$ cat src/rtl/gyro_bias_calibrate.sv
// Gyro zero-rate bias calibration: settle, average a window, then output bias-corrected,
// deadbanded, saturated rates. Define GYRO_BIAS_TRACK_EN for slow in-deadband bias tracking.
module gyro_bias_calibrate #(
  parameter int CAL_SAMPLES_LOG2 = 8,
  parameter int SETTLE_SAMPLES   = 16,
  parameter int DEADBAND         = 4
) (
  input  logic        clk_100mhz,
  input  logic        rst_in,
  input  logic        sample_valid_in,
  input  logic [15:0] gx_in,
  input  logic [15:0] gy_in,
  input  logic [15:0] gz_in,
  input  logic        recal_in,
  output logic [15:0] gx_out,
  output logic [15:0] gy_out,
  output logic [15:0] gz_out,
  output logic        sample_valid_out,
  output logic        calibrated_out,
  output logic [15:0] bias_x_out,
  output logic [15:0] bias_y_out,
  output logic [15:0] bias_z_out
);

  localparam int AW = 16 + CAL_SAMPLES_LOG2;
  localparam int SW = (SETTLE_SAMPLES > 1) ? $clog2(SETTLE_SAMPLES) : 1;
  localparam logic [SW-1:0] SETTLE_LAST = SW'((SETTLE_SAMPLES > 0) ? SETTLE_SAMPLES - 1 : 0);

  localparam logic [1:0] ST_SETTLE = 2'd0;
  localparam logic [1:0] ST_ACCUM  = 2'd1;
  localparam logic [1:0] ST_RUN    = 2'd2;
  // With no settling, reset and recal land directly in ACCUM.
  localparam logic [1:0] ST_START  = (SETTLE_SAMPLES == 0) ? ST_ACCUM : ST_SETTLE;

  logic [1:0]                  state;
  logic [SW-1:0]               settle_cnt;
  logic [CAL_SAMPLES_LOG2-1:0] acc_cnt;
  logic                        valid_out;

  logic signed [AW-1:0] acc      [3];
  logic signed [15:0]   bias     [3];
  logic signed [15:0]   rate_out [3];

  logic signed [15:0]   raw      [3];
  logic signed [17:0]   diff     [3];
  logic [17:0]          mag      [3];
  logic                 in_band  [3];
  logic signed [15:0]   corr     [3];
  logic signed [AW-1:0] sum_next [3];
`ifdef GYRO_BIAS_TRACK_EN
  logic signed [15:0]   tracked  [3];
`endif

  always_comb begin
    raw[0] = gx_in;
    raw[1] = gy_in;
    raw[2] = gz_in;
    for (int unsigned i = 0; i < 3; i++) begin
      diff[i]     = $signed({{2{raw[i][15]}}, raw[i]}) - $signed({{2{bias[i][15]}}, bias[i]});
      mag[i]      = diff[i][17] ? 18'(-diff[i]) : 18'(diff[i]);
      in_band[i]  = (mag[i] <= 18'(DEADBAND));
      sum_next[i] = acc[i] + $signed({{CAL_SAMPLES_LOG2{raw[i][15]}}, raw[i]});
      if (in_band[i])
        corr[i] = '0;
      else if (diff[i] > 18'sd32767)
        corr[i] = 16'sh7fff;
      else if (diff[i] < -18'sd32768)
        corr[i] = 16'sh8000;
      else
        corr[i] = diff[i][15:0];
`ifdef GYRO_BIAS_TRACK_EN
      tracked[i] = bias[i];
      if (in_band[i] && diff[i] > 18'sd0 && bias[i] != 16'sh7fff)
        tracked[i] = bias[i] + 16'sd1;
      else if (in_band[i] && diff[i] < 18'sd0 && bias[i] != 16'sh8000)
        tracked[i] = bias[i] - 16'sd1;
`endif
    end
  end

  always_ff @(posedge clk_100mhz or negedge rst_in) begin
    if (!rst_in) begin
      state      <= ST_START;
      settle_cnt <= '0;
      acc_cnt    <= '0;
      valid_out  <= 1'b0;
      for (int unsigned i = 0; i < 3; i++) begin
        acc[i]      <= '0;
        bias[i]     <= '0;
        rate_out[i] <= '0;
      end
    end else begin
      valid_out <= 1'b0;
      if (recal_in) begin
        state      <= ST_START;
        settle_cnt <= '0;
        acc_cnt    <= '0;
        for (int unsigned i = 0; i < 3; i++) begin
          acc[i]      <= '0;
          rate_out[i] <= '0;
        end
      end else if (sample_valid_in) begin
        case (state)
          ST_SETTLE: begin
            if (settle_cnt == SETTLE_LAST) begin
              settle_cnt <= '0;
              state      <= ST_ACCUM;
            end else begin
              settle_cnt <= settle_cnt + SW'(1);
            end
          end
          ST_ACCUM: begin
            acc_cnt <= acc_cnt + CAL_SAMPLES_LOG2'(1);
            // Floor average is just the window sum with the low LOG2 bits dropped.
            for (int unsigned i = 0; i < 3; i++) begin
              if (&acc_cnt) begin
                bias[i] <= sum_next[i][CAL_SAMPLES_LOG2 +: 16];
                acc[i]  <= '0;
              end else begin
                acc[i]  <= sum_next[i];
              end
            end
            if (&acc_cnt)
              state <= ST_RUN;
          end
          ST_RUN: begin
            valid_out <= 1'b1;
            for (int unsigned i = 0; i < 3; i++) begin
              rate_out[i] <= corr[i];
`ifdef GYRO_BIAS_TRACK_EN
              bias[i]     <= tracked[i];
`endif
            end
          end
          default: state <= ST_START;
        endcase
      end
    end
  end

  assign gx_out           = rate_out[0];
  assign gy_out           = rate_out[1];
  assign gz_out           = rate_out[2];
  assign bias_x_out       = bias[0];
  assign bias_y_out       = bias[1];
  assign bias_z_out       = bias[2];
  assign sample_valid_out = valid_out;
  assign calibrated_out   = (state == ST_RUN);

endmodule
$ cat config.mk
export PLATFORM = sky130hd
export DESIGN_NAME = gyro_bias_calibrate
export DESIGN_NICKNAME = d
export VERILOG_FILES = /design/src/rtl/gyro_bias_calibrate.sv
export SDC_FILE = /design/constraint.sdc
export NUM_CORES = 1
export LEC_CHECK = 0
export BUFFER_PORTS_ARGS = -buffer_cell sky130_fd_sc_hd__buf_2
export CORE_ASPECT_RATIO = 0.9
export CORE_UTILIZATION = 40
export CTS_BUF_LIST = sky130_fd_sc_hd__clkbuf_4
export DETAILED_ROUTE_END_ITERATION = 8
export PLACE_DENSITY = 0.68
export SYNTH_ARGS = -nofsm -noshare
export SYNTH_HDL_FRONTEND = slang
export SYNTH_SLANG_ARGS = --single-unit
$ cat constraint.sdc
create_clock -name clk_100mhz -period 5.2 [get_ports clk_100mhz]
set_clock_uncertainty 0.1 [all_clocks]
set_input_delay 0.26 -clock clk_100mhz [delete_from_list [all_inputs] [get_ports clk_100mhz]]
set_output_delay 0.26 -clock clk_100mhz [all_outputs]
set_load 0.02 [all_outputs]
==> metrics <==
IO Pins 150; Post-DP Area between 0.015 and 0.02 sq mm; kind of critical path register to register; count leader, synth dfrtp_1; total power ~0.0032 W; CTS Buf Count 17; # resized after CTS 0; critical path peak fanout 13; first-pass GRT wire length approximately 65 mm; PortBufs between 100 and 150; min-delay src gy_in[4]; dominant cells by area after synthesis dfrtp_1 (32%), ha_1 (11%), o21ai_0 (4.6%); Die Wd 203 um; worst slack at placement 0.835 ns; Worst Path Buf+Inv 1; status finished, final reports clean; fmax ~230 MHz; Max-Slew Margin vs Limit 41.7%; Total GRT Usage a little over a fifth; cell area after synthesis around 0.014 sq mm; Final Setup Violations 0; core area around 0.035 sq mm; Area Growth Syn to Fin 11.5%; sequential area share after synthesis around a third; start point of the critical path bias_x_out[0]; initial antenna violation count 2; Worst setup SP type register; routed wire length about 40 mm; clk sinks ~180; largest net degree at the start of global routing a little over 90; leading area contributor after synthesis dfrtp_1; RSZ-0062 raised after global routing false; Arr. time, crit path approximately 5 ns; slack of the critical path around 0.81 ns; CP required 5.67 ns; syn avg cell area 8.56 sq um; Reg-to-Reg Start bias_x_out[0]; CTS max path bufs 2; Final period util between 80% and 90%; max_cap viols 0; Max VDD drop 209 uV; hold_ws about 0.050 ns; Root Buffer clkbuf_4; Final nets 2013; YS warnings 0; Antenna Nets Post-Route 0; kind of end point of the critical path register; pwr dens about 200 mW/mm^2; hold crit path type primary input to register; top post-synthesis cells by count dfrtp_1 (183), nand2_1 (171), nor2_1 (145); via/cell ratio 5.68; slowest stage delay, CP 0.60 ns; row cnt 65; worst slew pin tran just under 0.9 ns; synth unique cells just over 100; 1st-iter DRT viols 896; number of global-route vias before repair around 12k; Starting Density 41.0%; Crit path max-delay family compound AO/OA/AOI/OAI gates; number of synthesized flops with an enable pin 0; fraction of registers with async set or reset after synthesis 100%; syn_nets between 1.5k and 2k; Hold Fails Final Rpt 0; Top FF cell, synth dfrtp_1; DR pass1 iterations 5; most used cell, CP ha_1; Worst-path clk slew ~0.17 ns; Slew Viols, Final 0; Avg WL per Cell 17.2 um; vias around 13k; Worst-Skew Late Latency roughly 0.67 ns; CP max-delay cell fa_1; die height ~180 um; #FFs+latches synth approximately 180; Final Instance Area between 0.015 and 0.02 sq mm; layout cells sized above 1 between 10% and 20%; dpl hpwl approximately 30 mm; CTS HTree Levels 4; post-synthesis cell count around 1.7k; drt drc 0; die area 0.0370 sq mm; CTS tree yes; Final TNS setup 0 ns; crit path cell chain ha_1 -> fa_1 -> ha_1 -> nand4bb_1 -> nor4_1 -> a311oi_1 -> a211oi_4 -> o2111ai_2 -> or3_4 -> or3_1 -> a221oi_2 -> o21ai_2 -> o31ai_4 -> buf_4 -> o21ai_1; top cell type's share of synthesized area between 30% and 40%; Lkg Pwr around 7.7 nW; gpl congestion between 0.9 and 1; final worst path period need about 4.4 ns; GRT overflow 0
==> timing repair <==
action | in CTS | in global routing
hold buffers | 19 | 0
hold endpoints to repair | 136 | 0
buffers inserted | 0 | 0
==> placed cells by master, fill, tap and decap left out, types with 12 or more instances in the layout <==
master | synthesis | routed
o21a_1 | 17 | 17
inv_1 | 95 | 95
o31ai_1 | 33 | 33
a211oi_1 | 18 | 18
ha_1 | 125 | 125
nand3_1 | 28 | 28
nand4_1 | 17 | 17
buf_2 | 4 | 148
dfrtp_1 | 183 | 183
a22o_1 | 66 | 66
a21o_1 | 37 | 37
nand2b_1 | 19 | 19
nor3_1 | 39 | 38
or3_1 | 19 | 19
xor2_1 | 36 | 36
a31oi_1 | 19 | 19
xnor2_1 | 64 | 64
nand2_1 | 171 | 171
a21oi_1 | 98 | 97
mux2i_1 | 12 | 12
o21ai_0 | 133 | 133
nor2_1 | 145 | 144
nor2b_1 | 17 | 17
o21bai_1 | 13 | 13
clkbuf_4 | 0 | 17
dlygate4sd3_1 | 0 | 19
and3_1 | 16 | 16
o21ai_1 | 13 | 13
==> registers in the layout (all words and copies together) (netlist names) <==
register	flops
acc	72
gz_out	16
sample_valid_out	1
settle_cnt	4
bias_x_out	16
acc_cnt	8
state	2
bias_z_out	16
gx_out	16
gy_out	16
bias_y_out	16
==> through the flow <==
stage                     utilization, %  std cells
after global routing                45.7       2313
after CTS                           45.7       2312
final                               45.7       2313
after floorplan                        -       1692
after detailed placement            44.3       2261
after global placement              44.3       2261
==> layout make-up <==
cell class | count | area (sq um)
clock inverters | 15 | 176
diodes | 1 | 2.50
repair buffers | 179 | 1030
clock buffers | 17 | 128
flip-flops and latches | 183 | 4580
well taps | 469 | 587
inverters | 96 | 360
multi-input cells | 1353 | 9300
fillers | 3487 | 19200
==> worst min-delay path, cell delays in order <==
cell	delay, ns
buf_2	0.10
ha_1	0.19
nand2_1	0.08
nand2_1	0.07
o21ai_0	0.08
==> final timing paths <==
check / cells after the start / slack (ns) / end
hold / removal: 5 / 0.05 / acc[28]
setup / recovery: 15 / 0.81 / gx_out[0]
setup reg to reg: 15 / 0.81 / gx_out[0]
hold reg to reg: 2 / 0.40 / gz_out[5]
min in group asynchronous: 2 / 0.10 / gz_out[3]
max in group asynchronous: 3 / 3.73 / bias_y_out[9]
==> cells by family after synthesis <==
kind of cell,Yosys count,synth area share [%]
flip-flops,183,31.6
AO/OA/AOI/OAI,549,26.0
AND/OR/NAND/NOR,549,18.4
multiplexers,20,1.45
XOR/XNOR,102,6.35
adder cells (fa/ha/maj),133,11.8
buffers and inverters,156,4.41
==> power breakdown <==
part,internal (W),switching (W),total (W)
clock,0.000334,0.000553,0.000887
combinational,0.000319,0.000500,0.000819
sequential,0.00146,0.0000288,0.00149
total,0.00212,0.00108,0.00320
==> metal layers <==
layer	up-vias	global-route usage (%)	wire length, um
met2	387	34.1	17700
met3	41	4.25	2390
met5	-	0	0
met1	6263	30.4	19000
li1	6452	-	-
met4	0	5.44	582
Power figures use the tool's default switching activity.
